===== src/rtl/booth_mul_seq_if.sv =====
// booth_mul_seq_if: handshake and operand/result bundle for the sequential
// Booth multiplier.
//   start        - request, sampled by the multiplier only while idle
//   multiplicand - signed operand M, captured on an accepted start
//   multiplier   - signed operand Q, captured on an accepted start
//   busy         - multiplier is iterating
//   done         - one-cycle pulse, product is valid
//   product      - signed M*Q, 2*WIDTH bits, held until the next accepted start
// master: the requester side. slave: the multiplier.
interface booth_mul_seq_if #(
  parameter int WIDTH = 4
);
  logic                 start;
  logic [WIDTH-1:0]     multiplicand;
  logic [WIDTH-1:0]     multiplier;
  logic                 busy;
  logic                 done;
  logic [2*WIDTH-1:0]   product;

  modport master (
    output start, multiplicand, multiplier,
    input  busy, done, product
  );

  modport slave (
    input  start, multiplicand, multiplier,
    output busy, done, product
  );
endinterface


===== src/rtl/booth_mul_seq.sv =====
// booth_mul_seq: sequential radix-2 Booth multiplier for signed
// two's-complement operands. One Booth iteration per clock. From the start
// edge, busy is high for WIDTH cycles, then done pulses for one cycle
// together with the new product, then the unit is idle again.
// Ports:
//   clk  - rising-edge clock
//   rst  - asynchronous, active-high reset. Aborts any operation in flight.
//   bus  - booth_mul_seq_if.slave carrying start/operands in and
//          busy/done/product out. All outputs are registered.
module booth_mul_seq #(
  parameter int WIDTH = 4
) (
  input  logic             clk,
  input  logic             rst,
  booth_mul_seq_if.slave   bus
);

  localparam int CW = $clog2(WIDTH + 1);

  localparam logic [1:0] IDLE = 2'd0;
  localparam logic [1:0] RUN  = 2'd1;
  localparam logic [1:0] DONE = 2'd2;

  // One Booth step. It returns the arithmetic right shift of {T, Q, q_m1}
  // packed as {A_next, Q_next, q_m1_next}.
  // The subtract step uses ~Mx+1. Mx is one bit wider than the operand, so
  // negating the most negative operand cannot overflow.
  function automatic logic [2*WIDTH+1:0] booth_step(
    input logic [WIDTH:0]   a,
    input logic [WIDTH-1:0] q,
    input logic             q_m1,
    input logic [WIDTH:0]   mx
  );
    logic [WIDTH:0] t;
    case ({q[0], q_m1})
      2'b00:   t = a;
      2'b11:   t = a;
      2'b01:   t = a + mx;
      2'b10:   t = a + (~mx + {{WIDTH{1'b0}}, 1'b1});
      default: t = a;
    endcase
    booth_step = {t[WIDTH], t, q};
  endfunction

  logic [1:0]         state_r;
  logic [WIDTH:0]     a_r;
  logic [WIDTH-1:0]   q_r;
  logic               q_m1_r;
  logic [WIDTH:0]     mx_r;
  logic [CW-1:0]      count_r;
  logic               busy_r;
  logic               done_r;
  logic [2*WIDTH-1:0] product_r;
  logic [2*WIDTH+1:0] step_s;

  // Result of the current Booth iteration, computed from the working registers.
  always_comb begin
    step_s = booth_step(a_r, q_r, q_m1_r, mx_r);
  end

  // Control sequence plus the datapath registers. Every output is registered.
  always_ff @(posedge clk or posedge rst) begin
    if (rst) begin
      state_r   <= IDLE;
      a_r       <= '0;
      q_r       <= '0;
      q_m1_r    <= 1'b0;
      mx_r      <= '0;
      count_r   <= '0;
      busy_r    <= 1'b0;
      done_r    <= 1'b0;
      product_r <= '0;
    end else begin
      case (state_r)
        IDLE: begin
          done_r <= 1'b0;
          if (bus.start) begin
            a_r     <= '0;
            q_r     <= bus.multiplier;
            q_m1_r  <= 1'b0;
            mx_r    <= {bus.multiplicand[WIDTH-1], bus.multiplicand};
            count_r <= CW'(WIDTH);
            busy_r  <= 1'b1;
            state_r <= RUN;
          end else begin
            busy_r  <= 1'b0;
            state_r <= IDLE;
          end
        end
        RUN: begin
          a_r     <= step_s[2*WIDTH+1:WIDTH+1];
          q_r     <= step_s[WIDTH:1];
          q_m1_r  <= step_s[0];
          count_r <= count_r - CW'(1);
          if (count_r == CW'(1)) begin
            // This is the last iteration. The product is formed from the
            // post-shift {A[WIDTH-1:0], Q}.
            product_r <= step_s[2*WIDTH:1];
            busy_r    <= 1'b0;
            done_r    <= 1'b1;
            state_r   <= DONE;
          end else begin
            busy_r    <= 1'b1;
            done_r    <= 1'b0;
            state_r   <= RUN;
          end
        end
        DONE: begin
          // Any start seen here is ignored. The unit returns to idle first.
          busy_r  <= 1'b0;
          done_r  <= 1'b0;
          state_r <= IDLE;
        end
        default: begin
          busy_r  <= 1'b0;
          done_r  <= 1'b0;
          state_r <= IDLE;
        end
      endcase
    end
  end

  assign bus.busy    = busy_r;
  assign bus.done    = done_r;
  assign bus.product = product_r;

endmodule


===== src/flat_wrapper.sv =====
// flat-port wrapper written by rule: the top's interface ports become plain ports
module booth_mul_seq_flat 
#(
  parameter int WIDTH = 4
)
  (clk, rst, bus_start, bus_multiplicand, bus_multiplier, bus_busy, bus_done, bus_product);
  booth_mul_seq_if #(.WIDTH(WIDTH)) bus_i ();
  input  logic clk;
  input  logic rst;
  input wire logic [$bits(bus_i.start)-1:0] bus_start;
  input wire logic [$bits(bus_i.multiplicand)-1:0] bus_multiplicand;
  input wire logic [$bits(bus_i.multiplier)-1:0] bus_multiplier;
  output wire logic [$bits(bus_i.busy)-1:0] bus_busy;
  output wire logic [$bits(bus_i.done)-1:0] bus_done;
  output wire logic [$bits(bus_i.product)-1:0] bus_product;
  assign bus_i.start = bus_start;
  assign bus_i.multiplicand = bus_multiplicand;
  assign bus_i.multiplier = bus_multiplier;
  assign bus_busy = bus_i.busy;
  assign bus_done = bus_i.done;
  assign bus_product = bus_i.product;
  booth_mul_seq #(.WIDTH(WIDTH)) u_core (.clk(clk), .rst(rst), .bus(bus_i));
endmodule

===== config.mk =====
export PLATFORM = sky130hd
export DESIGN_NAME = booth_mul_seq_flat
export DESIGN_NICKNAME = d
export VERILOG_FILES = /design/src/rtl/booth_mul_seq_if.sv /design/src/rtl/booth_mul_seq.sv /design/src/flat_wrapper.sv
export SDC_FILE = /design/constraint.sdc
export NUM_CORES = 1
export LEC_CHECK = 0
export ABC_AREA = 1
export ABC_CLOCK_PERIOD_IN_PS = 4900
export CORE_ASPECT_RATIO = 0.8
export CORE_UTILIZATION = 58
export DETAILED_ROUTE_END_ITERATION = 8
export GPL_TIMING_DRIVEN = 0
export PLACE_DENSITY = 0.9
export SLEW_MARGIN = 20
export SYNTH_ARGS = -nofsm -noshare
export SYNTH_HDL_FRONTEND = slang
export SYNTH_SLANG_ARGS = --single-unit

===== constraint.sdc =====
create_clock -name clk -period 4.9 [get_ports clk]
set_input_delay 1.47 -clock clk [delete_from_list [all_inputs] [get_ports clk]]
set_output_delay 1.47 -clock clk [all_outputs]
set_load 0.1 [all_outputs]

==> results of run 1 <==
## worst max-delay path by stage
stage	startpoint	end	slack (ps)	depth (start not counted)
floorplan	u_core.bus.done	bus_done	2440	0
global placement	u_core.bus.done	bus_done	1830	1
detailed placement	u_core.bus.done	bus_done	1810	1
CTS	u_core.bus.done	bus_done	1420	1
global route	u_core.bus.done	bus_done	1380	1
finish	u_core.bus.done	bus_done	1420	1
## per-layer routing
metal	GRT usage, %	up-vias	routed length, um
met5	0	-	0
met4	15.71	0	99
met3	6.887	12	208
met2	44.37	59	1695
met1	32.23	601	1349
li1	-	610	-
## state kept, by name, indices dropped and copies added (netlist names)
| signal | flops |
|---|---|
| u_core.a_r | 4 |
| u_core.bus.done | 1 |
| u_core.bus.product | 8 |
| u_core.count_r | 3 |
| u_core.mx_r | 4 |
| u_core.q_m1_r | 1 |
| u_core.q_r | 4 |
| u_core.state_r | 1 |
## cell usage after synthesis (all sizes together)
cell / instances
and2: 1
o211ai: 2
dfrtp: 26
o221ai: 1
or2: 1
fa: 2
inv: 31
mux2: 1
ha: 12
o21ai: 20
a21oi: 9
buf: 2
nand2: 44
nand3: 8
nor2: 12
o22ai: 4
## worst reg2reg max path: stages (launching register included)
cell and delay, ps:
dfrtp_1 400, ha_1 170, inv_1 60, fa_1 400
or2_1 270, nand3_1 90, o211ai_1 80, o21ai_0 180
o21ai_0 130
## cells in the final DEF (no fill, tap or decap), drive strengths merged, types with 2 or more instances in the layout
cell type	count
clkdlybuf4s50	20
fa	2
o22ai	4
ha	12
clkbuf	3
nand3	8
o211ai	2
nand2	44
dfrtp	26
nor2	12
a21oi	9
buf	2
inv	31
o21ai	20
## cells by family after synthesis
family | share of synthesized area (%)
mux | 0.7575
buf+inv | 9.343
compound gates | 13.30
simple gates | 20.03
flops | 43.77
fa+ha+maj | 12.79
## area by class of cell
| class | count | area share (%) |
|---|---|---|
| multi-input cells | 117 | 39.06 |
| flip-flops and latches | 26 | 36.47 |
| repair buffers | 20 | 11.22 |
| inverters | 31 | 6.522 |
| well taps | 36 | 2.525 |
| clock inverters | 1 | 1.683 |
| clock buffers | 3 | 1.262 |
| plain buffers | 2 | 1.262 |
## per-stage QoR
step | setup slack [ps] | util (%) | cell area [um2] | instances | hold slack [ps]
after detailed placement | 1812 | 70.90 | 1732 | 232 | 471.9
after CTS | 1422 | 73.05 | 1784 | 236 | 507.6
final | 1418 | 73.05 | 1784 | 236 | 501.8
after floorplan | 2438 | - | 1486 | 176 | 487.8
after global placement | 1832 | 70.90 | 1732 | 232 | 465.0
after global routing | 1375 | 73.05 | 1784 | 236 | 524.6
==> flow_metrics.env, run 1 <==
export IMPL_drtAntennaViolNets=0
export IMPL_r2r_cells=8
export IMPL_whs_endpoint="u_core.bus.product[3]"
export IMPL_design_core_area_um2=2442
export IMPL_ctsResizeCount=0
export IMPL_hp_start="u_core.bus.product[3]"
export IMPL_cpMaxStageDelayCell="clkdlybuf4s50_1"
export IMPL_cap_violations=0
export IMPL_wl_per_cell_um=14.21
export IMPL_status="complete, no violations"
export IMPL_period_share_pct=71.07
export IMPL_syn_nets=201
export IMPL_via_count=1282
export IMPL_ys_ff_latch=26
export IMPL_ios=21
export IMPL_wl_mm=3.353
export IMPL_min_path_cells=2
export IMPL_tns_ps=0
export IMPL_timing_rr_start="u_core.mx_r[0]"
export IMPL_drive_above_1_share_pct=8.000
export IMPL_multi_input_area_um2=696.9
export IMPL_grt_max_degree=27
export IMPL_antenna_found_initial=0
export IMPL_yosys_warnings=0
export IMPL_dp_hpwl_mm=2.577
export IMPL_rsz0062_at_grt="false"
export IMPL_syn_cell_area_um2=1486
export IMPL_cp_max_fo=3
export IMPL_postSynthAreaPerCell_um2=8.446
export IMPL_endpoint_kind="output pin"
export IMPL_worst_pin_slew_ps=977.7
export IMPL_dieArea_um2=2771
export IMPL_cts_max_level=1
export IMPL_synth_cells=176
export IMPL_finalWorstPathRequiredPeriod_ps=3482
export IMPL_r2r_end="u_core.bus.product[5]"
export IMPL_nNetsFinal=226
export IMPL_gp_congestion=0.8699
export IMPL_viasPerCell=5.432
export IMPL_cts_root_buf="clkbuf_4"
export IMPL_grt_pass1_vias=1208
export IMPL_yosys_area_top_type="dfrtp_1"
export IMPL_worstSetupPathType="reg2out"
export IMPL_clock_skew_final_ps=5.029
export IMPL_setup_viol=0
export IMPL_rrSetupSlack_ps=3030
export IMPL_postCtsSetupRepairBufs=0
export IMPL_cts_sinks=26
export IMPL_clkSlewWorstSetupHoldPaths_ps=150
export IMPL_first_pass_iters=4
export IMPL_cts_buffers_inserted=3
export IMPL_grt_pass1_wl_mm=5.264
export IMPL_maxSlewViolCount=0
export IMPL_synth_top_cell_area_share_pct=43.77
export IMPL_required_ps=3430
export IMPL_start_util_pct=60.86
export IMPL_drt_iter0_markers=60
export IMPL_synthTopCellsByArea="dfrtp_1, nand2_1, ha_1"
export IMPL_rows=16
export IMPL_synth_distinct_cells=22
export IMPL_seq_area_frac_synth_pct=43.77
export IMPL_crit_chain="clkdlybuf4s50_1"
export IMPL_die_w_um=58.60
export IMPL_fp_dieH_um=47.28
export IMPL_clock_fmax_mhz=287.2
export IMPL_drc=0
export IMPL_n_fill_cell=193
export IMPL_worstPathArrival_ps=2010
export IMPL_cts_tree="done"
export IMPL_clock_latency_ps=330
export IMPL_area_growth_pct=20.03
export IMPL_startpoint_type="flip-flop"
export IMPL_antenna_cells=0
export IMPL_worstHoldPathType="reg2reg"
export IMPL_grt_overflow_total=0
export IMPL_cts_hold_fix_buffers=0
export IMPL_hold_viol_final=0
export IMPL_slew_headroom_pct=34.62
export IMPL_path_buf_inv=1
export IMPL_clock_path_buffers=2
export IMPL_grtUsageTotal_pct=26.62
export IMPL_port_buffers=20
export IMPL_cpLargestDelayFamily="buffers and inverters"
export IMPL_seq_area_um2=650.6
export IMPL_slowest_delay_ps=1180
Power of run 1 is left out: the tool's default activity adds up to more than one toggle a clock period on the data nets, which glitch-free logic cannot reach.
==> inputs of run 2 (changes only) <==
--- a/config.mk
+++ b/config.mk
@@ -6,12 +6,12 @@
 export NUM_CORES = 1
 export LEC_CHECK = 0
 export ABC_AREA = 1
-export ABC_CLOCK_PERIOD_IN_PS = 4900
+export ABC_CLOCK_PERIOD_IN_PS = 3500
 export CORE_ASPECT_RATIO = 0.8
-export CORE_UTILIZATION = 58
+export CORE_UTILIZATION = 53
 export DETAILED_ROUTE_END_ITERATION = 8
 export GPL_TIMING_DRIVEN = 0
-export PLACE_DENSITY = 0.9
+export PLACE_DENSITY = 0.84
 export SLEW_MARGIN = 20
 export SYNTH_ARGS = -nofsm -noshare
 export SYNTH_HDL_FRONTEND = slang
==> constraint.sdc (replaced) <==
create_clock -name clk -period 3.5 [get_ports clk]
set_input_delay 1.05 -clock clk [delete_from_list [all_inputs] [get_ports clk]]
set_output_delay 1.05 -clock clk [all_outputs]
set_load 0.1 [all_outputs]
==> run 2 against run 1 <==
Net effect: global-route usage decreased by 5.0 points; cell count decreased by 0.42%; flip-flop and latch count unchanged; first-iteration DRC count increased by 27%; clock skew increased by 1.5 ps; final area decreased by 1.7%; count of clock-buffer cells in the layout unchanged; highest routed layer unchanged.
==> flow_metrics.env, run 2 (synthesized netlist as in run 1, its figures left out) <==
export IMPL_fp_dieH_um=49.37
export IMPL_crit_chain="clkdlybuf4s50_1"
export IMPL_endpoint_kind="output pin"
export IMPL_antenna_found_initial=0
export IMPL_die_w_um=61.21
export IMPL_dieArea_um2=3022
export IMPL_cpLargestDelayFamily="buffers and inverters"
export IMPL_cp_max_fo=3
export IMPL_clkSlewWorstSetupHoldPaths_ps=130
export IMPL_path_buf_inv=1
export IMPL_dr_max_layer_used="met4"
export IMPL_cts_buffers_inserted=3
export IMPL_cts_sinks=26
export IMPL_design_core_area_um2=2542
export IMPL_clock_latency_ps=320
export IMPL_critical_path_depth=1
export IMPL_cap_violations=0
export IMPL_worstHoldPathType="reg2reg"
export IMPL_rsz0062_at_grt="false"
export IMPL_largest_register_ffs=8
export IMPL_grt_pass1_wl_mm=4.899
export IMPL_ios=21
export IMPL_required_ps=2450
export IMPL_port_buffers=20
export IMPL_viasPerCell=5.132
export IMPL_worstSetupPathType="reg2out"
export IMPL_tns_ps=0
export IMPL_met2_length_mm=1.467
export IMPL_worst_pin_slew_ps=982.5
export IMPL_wl_met1_mm=1.300
export IMPL_nNetsFinal=226
export IMPL_grtUsageTotal_pct=21.66
export IMPL_cts_max_level=1
export IMPL_clock_skew_final_ps=6.531
export IMPL_drtAntennaViolNets=0
export IMPL_drt_iter0_markers=76
export IMPL_finalWorstPathRequiredPeriod_ps=3063
export IMPL_grt_overflow_total=0
export IMPL_maxSlewViolCount=0
export IMPL_status="complete, no violations"
export IMPL_clock_fmax_mhz=326.4
export IMPL_wl_per_cell_um=12.45
export IMPL_area_growth_pct=18.01
export IMPL_cts_tree="done"
export IMPL_clock_path_buffers=2
export IMPL_dp_hpwl_mm=2.298
export IMPL_slew_headroom_pct=34.29
export IMPL_worstPathArrival_ps=2010
export IMPL_cts_root_buf="clkbuf_4"
export IMPL_ctsResizeCount=0
export IMPL_min_path_cells=2
export IMPL_slowest_delay_ps=1190
export IMPL_wl_met3_um=132
export IMPL_mostFrequentLayoutCells="nand2_1, inv_1, dfrtp_1"
export IMPL_startpoint_type="flip-flop"
export IMPL_period_share_pct=87.52
export IMPL_start_util_pct=58.46
export IMPL_r2r_cells=11
export IMPL_rows=16
export IMPL_antenna_cells=0
export IMPL_final_util_pct=69.00
export IMPL_grt_max_degree=27
export IMPL_first_pass_iters=4
export IMPL_grt_pass1_vias=1116
export IMPL_gp_congestion=0.9050
export IMPL_via_count=1206
export IMPL_final_common_cell="nand2_1"
export IMPL_postCtsSetupRepairBufs=0
export IMPL_wl_mm=2.925
export IMPL_hold_viol_final=0
export IMPL_drc=0
export IMPL_setup_viol=0
export IMPL_cpMaxStageDelayCell="clkdlybuf4s50_1"
export IMPL_cts_hold_fix_buffers=0
export IMPL_drive_above_1_share_pct=7.538
==> run 2: per-stage QoR <==
step	instances	cell area (um2)	setup slack, ps	hold WS, ps
after global placement	232	1732	835.7	463.8
after detailed placement	232	1732	822.6	472.5
after floorplan	176	1486	1458	487.8
after global routing	235	1754	410.8	532.8
final	235	1754	436.6	497.1
after CTS	235	1754	429.4	505.4
==> run 2: worst paths after layout <==
kind,from,to,slack (ps)
worst max-delay path,u_core.bus.done,bus_done,440
worst min-delay path,u_core.bus.product[5],u_core.bus.product[5],500
worst max register to register,u_core.mx_r[0],u_core.bus.product[7],1670
worst min register to register,u_core.bus.product[5],u_core.bus.product[5],500
max in group asynchronous,rst,u_core.mx_r[1],1660
min in group asynchronous,rst,u_core.count_r[2],1250
==> run 2: per-layer routing <==
layer  global-route usage, %  vias up
met5                       0        -
met4                   4.545        0
met3                   4.244        4
met2                   34.96       34
met1                   29.98      557
li1                        -      611
==> run 2: cell type report <==
| cell class | instances | area (um2) |
|---|---|---|
| Inverter | 31 | 116.4 |
| Fill cell | 184 | 788.3 |
| Clock buffer | 3 | 22.52 |
| Buffer | 2 | 22.52 |
| Multi-Input combinational cell | 117 | 696.9 |
| Sequential cell | 26 | 650.6 |
| Timing Repair Buffer | 20 | 200.2 |
| Tap cell | 36 | 45.04 |
Power of run 2 is left out for the same reason.
==> variant, RTL diff (config.mk and constraints of run 2) <==
Reset style: synchronous (`rst`), changed in one clocked block. Comments in the files are not updated.
--- a/src/rtl/booth_mul_seq.sv
+++ b/src/rtl/booth_mul_seq.sv
@@ -60,5 +60,5 @@
 
   // Control sequence plus the datapath registers. Every output is registered.
-  always_ff @(posedge clk or posedge rst) begin
+  always_ff @(posedge clk) begin
     if (rst) begin
       state_r   <= IDLE;
Formal check against the unedited RTL: differs if rst is asserted again (counterexample within 4 cycles, from zero or initial values and one cycle with rst high); with rst held inactive, the same outputs for 10 cycles.
==> variant against run 2 <==
  * Utilization is 0.84 points lower
  * Worst setup slack better by 160 ps
  * Design area is 2.0% lower
  * Area after synthesis is 2.6% lower
  * Final cell count is 5.5% higher
  * Die area is 2.5% lower
  * Sequential cell count is 1 higher
  * Wire length is 10% higher
==> variant: results (changes against run 2) <==
outcome -> finished, final reports clean (unchanged)
global-route wire length before repair -> 5.56 mm (was 4.90 mm)
fraction of the mapped netlist area in adder cells -> 13.1% (was 12.8%)
Synth top area share -> 37.3% (was 43.8%)
Max Clock Skew -> 4.68 ps (was 6.53 ps)
Met3 Wirelength -> 274 um (was 132 um)
synth top area cells -> dfxtp_1 (37%), ha_1 (10%), nand2_1 (7.8%) (was dfrtp_1 (44%), nand2_1 (11%), ha_1 (10%))
share of cells above drive strength 1 -> 7.08% (was 7.54%)
Reg2Reg Depth -> 10 (was 11)
Seq/Total Area, Yosys -> 37.3% (was 43.8%)
top post-synthesis cells by count -> nand2_1 (30), inv_1 (28), dfxtp_1 (27) (was nand2_1 (42), inv_1 (29), dfrtp_1 (26))
worst hold path startpoint -> u_core.count_r[1] (was u_core.bus.product[5])
FF-to-FF Start -> u_core.mx_r[0] (unchanged)
met2 routed WL -> 1.46 mm (was 1.47 mm)
Yosys cell types -> 27 (was 22)
mux contribution to synthesized area -> 0% (was 0.758%)
DP Area -> 1690 um^2 (was 1730 um^2)
worst setup path start -> u_core.state_r[0] (was u_core.bus.done)
compound-cell area share of the yosys netlist -> 15.4% (was 13.3%)
xor/xnor share of the synthesized area -> 0.605% (was 0%)
drt total wl -> 3.22 mm (was 2.93 mm)
CP endpoint -> bus_busy (was bus_done)
reg-to-reg slack, setup -> 1610 ps (was 1670 ps)
sink of the worst hold path -> u_core.count_r[1] (was u_core.bus.product[5])
met2 GRT Util -> 38.8% (was 35.0%)
pin count of the biggest net entering global routing -> 15 (was 27)
Final HPWL DP -> 2.48 mm (was 2.30 mm)
RR Endpoint -> u_core.a_r[1] (was u_core.bus.product[7])
Layout Nets -> 238 (was 226)
actual slew at the worst max-slew pin -> 981 ps (was 983 ps)
Via density -> 5.33 (was 5.13)
Final Wtd Congestion -> 0.896 (was 0.905)
depth of the CTS H-tree -> 1 (unchanged)
crit-path max cell delay -> 1140 ps (was 1190 ps)
met1 Usage GRT -> 33.1% (was 30.0%)
Synth async-reset ratio -> 0% (was 100%)
## variant: changes by cell type after synthesis, moves of 4 or more
cell,change
a21oi_1,+5
dfrtp_1,-26
dfxtp_1,+27
nand2_1,-12
nand3_1,+5
nor2_1,+8
o21ai_0,-4
## variant: through the flow
step | hold slack (ps) | worst slack (ps) | cells
3_3_place_gp | 454 | 970 | 244
3_5_place_dp | 455 | 932 | 244
6_report | 474 | 592 | 248
5_1_grt | 513 | 534 | 248
2_1_floorplan | 444 | 1510 | 188
4_1_cts | 474 | 591 | 248
## variant: layout make-up
class                           instances  area (um^2)  area share (%)
Inverter                               32          123            7.13
Multi-Input combinational cell        126          766            44.5
Tap cell                               36         45.0            2.62
Sequential cell                        27          541            31.4
Buffer                                  3         18.8            1.09
Clock buffer                            4         26.3            1.53
Timing Repair Buffer                   20          200            11.6
